===== config.mk =====
export PLATFORM = sky130hd
export DESIGN_NAME = demod_mask
export DESIGN_NICKNAME = d
export VERILOG_FILES = /design/src/rtl/demod_pkg.sv /design/src/rtl/argmax_tie_low.sv /design/src/rtl/demod_mask.sv
export SDC_FILE = /design/constraint.sdc
export NUM_CORES = 1
export LEC_CHECK = 0
export ABC_AREA = 1
export CAP_MARGIN = 0
export CORE_ASPECT_RATIO = 1.2
export CORE_MARGIN = 8
export CORE_UTILIZATION = 50
export CTS_CLUSTER_DIAMETER = 60
export DETAILED_ROUTE_END_ITERATION = 8
export HOLD_SLACK_MARGIN = 0.08
export PLACE_DENSITY = 0.68
export REMOVE_ABC_BUFFERS = 1
export SETUP_SLACK_MARGIN = 0.02
export SKIP_CTS_REPAIR_TIMING = 1
export SLEW_MARGIN = 10
export SYNTH_ARGS = -nofsm -noshare
export SYNTH_HDL_FRONTEND = slang
export SYNTH_SLANG_ARGS = --single-unit

===== constraint.sdc =====
create_clock -name clk_carrier -period 17 [get_ports clk_carrier]
set_clock_uncertainty 0.1 [all_clocks]
set_input_delay 4.25 -clock clk_carrier [delete_from_list [all_inputs] [get_ports clk_carrier]]
set_output_delay 4.25 -clock clk_carrier [all_outputs]
set_load 0.005 [all_outputs]

===== src/rtl/demod_pkg.sv =====
//==============================================================================
// Module   : demod_pkg
// Brief    : Shared types, constants and helpers for the ASK/QAM demodulators.
// Revision : 1.0
//==============================================================================
`default_nettype none

package demod_pkg;

  localparam int THR_STEP_DEF = 40;
  localparam int LVL_W_MAX    = 8;

  typedef logic [LVL_W_MAX-1:0] lvl_idx_t;

  function automatic lvl_idx_t gray_enc(input lvl_idx_t k);
    return k ^ (k >> 1);
  endfunction

  // Counter width able to hold 0..win inclusive.
  function automatic int count_w(input int win);
    return $clog2(win + 1);
  endfunction

endpackage

`default_nettype wire


===== src/rtl/argmax_tie_low.sv =====
//==============================================================================
// Module   : argmax_tie_low
// Brief    : Combinational N-input maximum; ties resolve to the lowest index.
// Revision : 1.0
//==============================================================================
`default_nettype none

module argmax_tie_low #(
  parameter int N  = 4,
  parameter int W  = 8,
  parameter int IW = $clog2(N)
) (
  input  logic [N*W-1:0] i_vals,
  output logic [IW-1:0]  o_idx,
  output logic [W-1:0]   o_val
);

  // Strict greater-than keeps the earliest index on equal counts.
  always_comb begin
    o_val = i_vals[W-1:0];
    o_idx = '0;
    for (int i = 1; i < N; i++) begin
      if (i_vals[i*W +: W] > o_val) begin
        o_val = i_vals[i*W +: W];
        o_idx = IW'(i);
      end
    end
  end

endmodule

`default_nettype wire


===== src/rtl/demod_mask.sv =====
//==============================================================================
// Module   : demod_mask
// Brief    : M-ary ASK demodulator, sliding-window majority vote per strobe.
//            Define DEMOD_MASK_GRAY_EN for Gray-coded symbol output.
// Revision : 1.0
//==============================================================================
`default_nettype none

module demod_mask
  import demod_pkg::*;
#(
  parameter int DATA_W   = 8,
  parameter int LEVELS   = 4,
  parameter int WIN      = 200,
  parameter int THR_STEP = THR_STEP_DEF
) (
  input  logic                        clk_carrier,
  input  logic                        rst,
  input  logic                        in_valid,
  input  logic [DATA_W-1:0]           filt_data,
  input  logic                        sym_strobe,
  output logic [$clog2(LEVELS)-1:0]   symbol,
  output logic                        sym_valid,
  output logic [count_w(WIN)-1:0]     sym_conf
);

  localparam int SW   = $clog2(LEVELS);
  localparam int CW   = count_w(WIN);
  localparam int CMPW = DATA_W + SW + 1;
  localparam int JMAX = LEVELS / 2 - 1;

  logic signed [CMPW-1:0] w_data_ext;
  logic signed [CMPW-1:0] w_bound;
  logic [SW-1:0]          w_k;
  logic                   w_full;
  logic [LEVELS*CW-1:0]   w_cnt_flat;
  logic [SW-1:0]          w_max_idx;
  logic [CW-1:0]          w_max_val;
  logic [SW-1:0]          w_sym_enc;

  logic [SW-1:0]          r_hist [WIN];
  logic [CW-1:0]          r_fill;
  logic [SW-1:0]          r_symbol;
  logic [CW-1:0]          r_conf;
  logic                   r_valid;

  // Widened so that the outermost boundary can never wrap.
  assign w_data_ext = {{(CMPW-DATA_W){filt_data[DATA_W-1]}}, filt_data};

  always_comb begin
    w_k     = '0;
    w_bound = '0;
    for (int j = -JMAX; j <= JMAX; j++) begin
      w_bound = CMPW'(j * THR_STEP);
      if (w_data_ext > w_bound) begin
        w_k = w_k + 1'b1;
      end
    end
  end

  assign w_full = (r_fill == CW'(WIN));

  always_ff @(posedge clk_carrier or posedge rst) begin
    if (rst) begin
      r_fill <= '0;
      for (int i = 0; i < WIN; i++) begin
        r_hist[i] <= '0;
      end
    end else if (in_valid) begin
      if (!w_full) begin
        r_fill <= r_fill + 1'b1;
      end
      r_hist[0] <= w_k;
      for (int i = 1; i < WIN; i++) begin
        r_hist[i] <= r_hist[i-1];
      end
    end
  end

  // r_hist[WIN-1] is the sample leaving the window once it is full.
  for (genvar l = 0; l < LEVELS; l++) begin : g_cnt
    logic [CW-1:0] r_cnt;
    logic          w_inc;
    logic          w_dec;

    assign w_inc = in_valid && (w_k == SW'(l));
    assign w_dec = in_valid && w_full && (r_hist[WIN-1] == SW'(l));

    always_ff @(posedge clk_carrier or posedge rst) begin
      if (rst) begin
        r_cnt <= '0;
      end else if (w_inc && !w_dec) begin
        r_cnt <= r_cnt + 1'b1;
      end else if (w_dec && !w_inc) begin
        r_cnt <= r_cnt - 1'b1;
      end
    end

    assign w_cnt_flat[l*CW +: CW] = r_cnt;
  end

  argmax_tie_low #(
    .N  (LEVELS),
    .W  (CW),
    .IW (SW)
  ) u_argmax (
    .i_vals (w_cnt_flat),
    .o_idx  (w_max_idx),
    .o_val  (w_max_val)
  );

`ifdef DEMOD_MASK_GRAY_EN
  assign w_sym_enc = SW'(gray_enc(lvl_idx_t'(w_max_idx)));
`else
  assign w_sym_enc = w_max_idx;
`endif

  always_ff @(posedge clk_carrier or posedge rst) begin
    if (rst) begin
      r_symbol <= '0;
      r_conf   <= '0;
      r_valid  <= 1'b0;
    end else begin
      r_valid <= 1'b0;
      if (sym_strobe && w_full) begin
        r_valid  <= 1'b1;
        r_symbol <= w_sym_enc;
        r_conf   <= w_max_val;
      end
    end
  end

  assign symbol    = r_symbol;
  assign sym_conf  = r_conf;
  assign sym_valid = r_valid;

endmodule

`default_nettype wire


======== After elaboration in Yosys (flattened, before gate mapping) ========
Index checks and enable logic that the tools add are counted.
storage, ports and cells
  bits in registers ....................... 451
  input bits .............................. 12
operators by class
  $add $sub $neg .......................... 11
  order comparisons ....................... 6
  eq/ne operators ......................... 7
  muxes and demuxes ....................... 18
  bitwise operators ....................... 1
  reductions and logical operators ........ 33
operators with widths
  cell                 count
  $mux 8               11
  $add 8x1->8 const B  5
  $sub 8x1->8 const B  4
  $gt 8x8->1           3
  $logic_and 1x1->1    18
  $gt 8x7->1 const B   2
  $eq 2x2->1 const B   4
  $eq 8x8->1 const B   1
  $gt 8x1->1 const B   1
  $logic_not 1->1      8
  $mux 2               4
  $reduce_bool 2->1    4
  $add 2x1->2 const B  2
  $eq 2x1->1 const B   2
  $logic_not 2->1      2
  $mux 1               3
  $reduce_and 2->1     1
  $not 1->1            1

======== Depth between registers and ports, before layout ========
Gate-level depths: netlist of the first run.
  depth in word-level cells ............... 12
  depth in mapped cells ................... 38
  gate-level depth less buffers ........... 36

======== Modules after synthesis ========
From an unflattened synthesis of the first run, not the netlist that was laid out.
unflattened totals
  cells, all modules ...................... 2163
  area, all modules ....................... 19446.2 um2
modules (own cells, without submodules)
  module          instances  cells each  area each (um2)
  demod_mask      1          1992        18370.1
  argmax_tie_low  1          171         1076.0

======== Least setup slack after synthesis of the first run ========
No wires, ideal clock.
  path type ............................... input-to-reg
  from .................................... input port filt_data[0]
  to ...................................... register g_cnt[3].r_cnt[7]
  setup time .............................. 0.123 ns
  data arrival time ....................... 7.393 ns
  slack ................................... 9.384 ns
  stages .................................. 22
  cells stage by stage .................... nor3_1 > inv_1 > o41ai_1 > ha_1 > xor2_1 > or2_2 > nor2_1 > ha_1 > inv_1 > ha_1 > a21oi_1 > nand2_1 > nand2_1 > inv_1 > or2_1 > a21oi_1 > nor2_1 > nor2_1 > nor2_1 > o21ai_1 > nand3_1 > xnor2_1
on the way
  cells in the longest elaborated chain, start to end .. 11
  elaborated cells on any way between the ends .. 15
  classes of those cells .................. add/sub (2); order compare (3); eq/ne (1); mux (4); reduce/logical (5)
RTL lines
  item                         RTL line          text
  start: declaration           demod_mask.sv:20  input logic [DATA_W-1:0] filt_data,
  $gt 8x7->1                   demod_mask.sv:55  if (w_data_ext > w_bound) begin
  $mux 1                       demod_mask.sv:55
  $add 2x1->2                  demod_mask.sv:56  w_k = w_k + 1'b1;
  $mux 2                       demod_mask.sv:55
  $add 2x1->2                  demod_mask.sv:56
  $mux 2 (*)                   demod_mask.sv:55
  $eq 2x2->1 (*)               demod_mask.sv:86  assign w_inc = in_valid && (w_k == SW'(l));
  $logic_and 1x1->1 (*)        demod_mask.sv:86
  $logic_not 1->1              demod_mask.sv:94  end else if (w_dec && !w_inc) begin
  $logic_and 1x1->1            demod_mask.sv:94
  $reduce_bool 2->1 (no line)  -
  end signal: assignment       demod_mask.sv:93  r_cnt <= r_cnt + 1'b1;
  end signal: assignment       demod_mask.sv:95  r_cnt <= r_cnt - 1'b1;
  end: declaration             demod_mask.sv:82  logic [CW-1:0] r_cnt;
Every way passes the cells marked *; elsewhere a longest branch is shown, timed or not.
A chain may end at the register's enable or synchronous reset.

======== Worst setup path after layout of the first run ========
  from .................................... input port filt_data[4]
  to ...................................... register g_cnt[3].r_cnt[7]
Same word-level chain as after synthesis.

==> impl_results.md, run 1 <==
- DIE WIDTH: roughly 190 um
- CP dominant cell by count: nor2_1
- Routability Congestion: 0.868
- Worst Hold Path EP: r_hist[61]
- Setup Viol. Count Final: 0
- Commonest non-fill, non-tap cell in the layout: nand2_1
- Clock Latency Late Sink: 0.57 ns
- Worst Path Arrival: 8.43 ns
- Predominant post-synthesis flop cell: dfrtp_1
- Clk root buf: clkbuf_16
- # rows: 77
- R2R depth: 29
- FILL cells: 3209
- CP max stage delay: 0.45 ns
- CTS H-Tree Depth: 2
- Fraction of registers with async set/reset: 1.00
- Area grow syn2layout: 11.5%
- PortBufs: 22
- Initial antenna violation count: 0
- Gr usage total: 0.150
- Share of cells above drive strength 1: 0.0564
- Routed Antenna Nets: 0
- NumNets Final: ~2100
- Die H: 228 um
- Crit Path Class: primary input to flop
- Final wirelength: 31400 um
- Initial core utilization: 0.507
- Synth Instances: 2032
- FF-to-FF Start: g_cnt[0].r_cnt[1]
- Part of the cycle the worst path needs: 0.476
- Dpl hpwl: 18400 um
- DRC: 0
- Fin crit period: just over 8 ns
- Initial DRC Count: 915
- Synth warn: 0
- Fmax: 124 MHz
- Post-Syn Area: 18700 um^2
- Inst Count DP: 2441
- CTS Buffer Depth: 3
- Final count of hold timing violations: 0
- Setup TNS: 0 ns
- Crit-path max FO: 8
- Pleak: 9.90 nW
- Clock buffer count from CTS: 48
- CTS tree: yes
- Total gr overflow: 0
- First-pass GRT wire length: 57300 um
- Max cap viols: 0
- Full die area: between 40000 and 50000 um^2
- TritonRoute pass-1 iters: 6
- Library cells used by synthesis: 39
- Worst hold path class: flop to flop
- Core area: around 37000 um^2
- Vias per cell: 5.01
- Worst reg-to-reg setup slack: 12.09 ns
- Commonest cells after routing, fill and taps aside: 518 x nand2_1, 451 x dfrtp_1, 440 x o21ai_0
- FF-to-FF End: sym_conf[4]
- Register area share after synthesis: 0.603
- Reg clk slew, reported paths: about 0.060 ns
- Hold path depth: 2
- Sink Count: 451
- Critical path cell sequence: clkdlybuf4s50_1 > nor2_1 > inv_1 > o41ai_1 > ha_1 > xor2_1 > or2_2 > nor2_1 > ha_1 > inv_1 > ha_1 > a21oi_1 > nand2_1 > nand2_1 > inv_1 > or2_1 > a21oi_1 > nor2_1 > nor2_1 > nor2_1 > o21ai_1 > nand3_1 > xnor2_1
- Avg Cell Area, Syn: 9.21 um^2
- Slowest CP cell: o41ai_1
- Worst Slack Setup Final: 8.91 ns
- Startpoint type of the worst setup path: primary input
- Slew Viols, Final: 0
- FF+latch count, synth: 451
- Post-synth EDFFs: 0
- Maximum VDD drop: 98.1 uV
- Worst setup EP type: flop
- Relative slew margins: 0.299
- RSZ-0062 raised after global routing: no
- Final std cells w/o fill: between 2000 and 3000
- Min-delay src: r_hist[63]
- Vias in the first global route: 12800
- WL/cell: roughly 12 um
- P per Cell Area: roughly 160 nW/um^2
- Required @ worst endpoint: 17.35 ns
- Status: finished clean
- Worst-margin pin slew: 1.05 ns
- Placement Setup Slack: around 8.4 ns
- Antenna fix cells: 0
- Via count of the routed design: 12700
- # IOs: 23
- Largest net degree at the start of global routing: between 200 and 250
[how the worst max path moves through the flow]
stage	start	endpoint	slack [ns]	depth (start not counted)
floorplan	rst	g_cnt[0].r_cnt[0]	0.08	1
global placement	filt_data[0]	g_cnt[3].r_cnt[7]	8.63	23
detailed placement	filt_data[0]	g_cnt[3].r_cnt[7]	8.42	23
CTS	filt_data[0]	g_cnt[3].r_cnt[7]	9.01	23
global route	filt_data[4]	g_cnt[3].r_cnt[7]	8.64	23
finish	filt_data[4]	g_cnt[3].r_cnt[7]	8.91	23
[cell families after synthesis]
logic type                 share of synthesized area
buffers and inverters                         0.0764
adders and majority gates                     0.0411
xor gates and xnor gates                     0.00702
AOI/OAI and AO/OA                              0.134
and+or+nand+nor                                0.139
DFF                                            0.603
[per-stage QoR]
stage | utilization | total power (W) | cell area, um^2 | hold slack, ns
5_1_grt | 0.566 | 0.00367 | 20900 | 0.391
3_3_place_gp | 0.522 | 0.00232 | 19300 | 0.359
3_5_place_dp | 0.522 | 0.00238 | 19300 | 0.364
4_1_cts | 0.566 | 0.00344 | 20900 | 0.370
6_report | 0.566 | 0.00341 | 20900 | 0.366
2_1_floorplan | - | 0.00214 | 18300 | 0.342
[Yosys cell counts (2+ instances only)]
cell	instances	area share
fa_1	4	0.0043
a2bb2oi_1	2	0.00094
nand2_1	518	0.10
o21ai_1	4	0.0011
xnor2_1	7	0.0033
nor2_2	2	0.00067
nor2_1	46	0.0092
buf_2	5	0.0013
clkbuf_1	88	0.018
inv_1	278	0.056
dfrtp_1	451	0.60
nand3_1	31	0.0083
o31ai_1	2	0.00080
nand4_1	3	0.0010
and2_1	8	0.0027
inv_2	6	0.0012
buf_1	2	0.00040
o211ai_1	2	0.00080
o21ai_0	440	0.12
o22ai_1	3	0.0010
or2_1	4	0.0013
nand2_4	3	0.0018
xor2_1	8	0.0037
nor3_1	2	0.00053
nand2_2	13	0.0043
ha_1	55	0.037
a21oi_1	27	0.0072
a31oi_1	7	0.0023
[report_power, final]
group	leakage, nW	switching (W)	internal, W
registers	5.92	0.000121	0.00128
clock network	0.784	0.000418	0.000620
logic	3.19	0.000616	0.000355
total	9.90	0.00115	0.00225
[state kept, by name, summed over array words and instances, names as in the netlist]
signal,flops
g_cnt.r_cnt,32
sym_conf,8
r_hist,400
r_fill,8
sym_valid,1
symbol,2
[layout make-up]
type                    count  area, um^2  share of cell area
inverters                 284        1080              0.0518
well taps                 474         593              0.0284
clock inverters            16         196             0.00941
flip-flops and latches    451       11300               0.541
multi-input cells        1202        6000               0.287
repair buffers             30         310              0.0149
clock buffers              73        1410              0.0673
[worst max-delay path: cells and delay by family]
kind | cells | cell delay [ns]
compound gates | 4 | 0.91
simple gates | 10 | 1.36
fa+ha+maj | 3 | 0.91
buf+inv | 4 | 0.70
xor+xnor | 2 | 0.32
[layer usage]
metal  up-vias  wire, um  track usage
met4         0       738       0.0492
met2       139     14800        0.246
met1      6083     14800        0.198
li1       6388         -            -
met5         -         0            0
met3        60      1060       0.0266
Note: power is estimated with default switching activity, not from simulation.
==> inputs of run 2 (changes only) <==
- PLACE_DENSITY: 0.68 -> 0.66
- clock period: 17 -> 8.07 ns (I/O delays scaled with it)
==> impl_results.md, run 2 (synthesis results as in run 1) <==
- Placed cell areas: slightly below 20000 um^2
- Largest reg by FF count: r_hist
- Antenna fix cells: 0
- CTS Buffer Depth: 3
- Clk root buf: clkbuf_16
- Worst Hold Path EP: r_fill[7]
- Final core occ: 0.562
- WL met3: 1010 um
- Part of the cycle the worst path needs: 0.712
- Share of cells above drive strength 1: 0.0528
- FF-to-FF Start: g_cnt[0].r_cnt[1]
- NumNets Final: 2085
- R2R depth: 29
- Commonest cells after routing, fill and taps aside: 518 x nand2_1, 451 x dfrtp_1, 440 x o21ai_0
- Die H: 228 um
- PortBufs: 22
- Dpl hpwl: 18800 um
- Initial core utilization: 0.507
- Maximum VDD drop: 183 uV
- Initial DRC Count: 918
- Largest register FFs: 400
- WHS: 0.366 ns
- Via count of the routed design: approximately 13000
- DIE WIDTH: 193 um
- CTS H-Tree Depth: 2
- Max cap viols: 0
- Reg clk slew, reported paths: 0.06 ns
- Area grow syn2layout: 10.9%
- Vias per cell: around 5.0
- Commonest non-fill, non-tap cell in the layout: nand2_1
- Clock buffer count from CTS: 46
- Initial antenna violation count: 0
- Routed Antenna Nets: 0
- Final count of hold timing violations: 0
- Slew Viols, Final: 0
- Top sig layer: met4
- Routability Congestion: 0.834
- Worst reg-to-reg setup slack: 3.11 ns
- Crit Path Class: primary input to flop
- WL/cell: ~13 um
- Largest net degree at the start of global routing: 206
- Crit-path max FO: 10
- Clock Latency Late Sink: around 0.56 ns
- Worst Path Arrival: 6.08 ns
- Wire length on met1: 15000 um
- Worst-margin pin slew: approximately 1.0 ns
- Fmax: between 150 and 200 MHz
- # IOs: 23
- Gr usage total: 0.148
- Startpoint type of the worst setup path: primary input
- Sink Count: 451
- Relative slew margins: 0.336
- Hold path depth: 1
- Met2 WL: 14900 um
- Required @ worst endpoint: between 8 and 9 ns
- Largest regs: r_hist x400, g_cnt.r_cnt x32
- First-pass GRT wire length: 56200 um
- Core area: between 30000 and 40000 um^2
- Worst setup EP type: flop
- Setup Viol. Count Final: 0
- Worst hold path class: flop to flop
- RSZ-0062 raised after global routing: no
- TritonRoute pass-1 iters: 5
- FF-to-FF End: sym_conf[7]
- Pleak: a little under 10 nW
- DRC: 0
- P per Cell Area: ~340 nW/um^2
- Fin area: 20700 um^2
- Total gr overflow: 0
- CTS tree: yes
- # rows: slightly below 80
- Min-delay src: r_fill[7]
- Final wirelength: 31600 um
- Worst Slack Setup Final: between 2 and 2.5 ns
- Status: finished clean
- Fin crit period: 5.74 ns
- Placement Setup Slack: between 1.5 and 2 ns
- Full die area: approximately 44000 um^2
- Vias in the first global route: 12600
## run 2: cell count changes in the layout (fill, tap and decap cells not counted), sizes merged
cell / delta
bufinv: -1
clkbuf: -4
clkinvlp: -1
buf: -1
clkinv: -3
## run 2: worst max-delay path by stage
stage                             from                end
after floorplan                    rst  g_cnt[0].r_cnt[0]
after global placement    filt_data[0]  g_cnt[3].r_cnt[7]
after detailed placement  filt_data[0]  g_cnt[1].r_cnt[7]
after CTS                 filt_data[0]  g_cnt[0].r_cnt[7]
after global routing      filt_data[0]  g_cnt[1].r_cnt[7]
final                     filt_data[0]  g_cnt[0].r_cnt[7]
## run 2: critical path, stage by stage
cell             delay, ns
clkdlybuf4s50_1       0.39
nor3_1                0.24
inv_1                 0.13
o41ai_1               0.35
ha_1                  0.32
xor2_1                0.17
nand2_1               0.12
nor2_1                0.05
ha_1                  0.22
inv_1                 0.28
ha_1                  0.35
a21oi_1               0.18
nand2_1               0.09
nand2_1               0.06
inv_1                 0.04
or2_1                 0.20
a21oi_1               0.17
nor2_1                0.08
nor2_1                0.11
o21bai_1              0.11
a21oi_1               0.19
o21ai_1               0.09
nand2_1               0.07
nand2_1               0.04
## run 2: through the flow
stage | setup TNS (ns) | total power, W | cells
floorplan | -2984.66 | 0.00451 | 1937
global placement | 0 | 0.00492 | 2440
detailed placement | 0 | 0.00502 | 2440
CTS | 0 | 0.00713 | 2520
global route | 0 | 0.00758 | 2520
finish | 0 | 0.00704 | 2520
## run 2: cell type report
| class | count | area, um^2 |
|---|---|---|
| multi-input cells | 1202 | 6000 |
| flip-flops and latches | 451 | 11300 |
| clock buffers | 69 | 1350 |
| clock inverters | 11 | 138 |
| well taps | 474 | 593 |
| inverters | 284 | 1080 |
| fillers | 3244 | 16200 |
| repair buffers | 29 | 303 |
## run 2: metal layers
layer,vias up,global-route usage
li1,6364,-
met1,6010,0.193
met2,121,0.247
met3,62,0.0258
met4,0,0.0478
met5,-,0
## run 2: where the power goes
part | internal, W | total [W] | switching, W | leakage [nW]
Sequential | 0.00269 | 0.00294 | 0.000254 | 5.92
Combinational | 0.000746 | 0.00204 | 0.00129 | 3.19
Clock | 0.00122 | 0.00206 | 0.000843 | 0.725
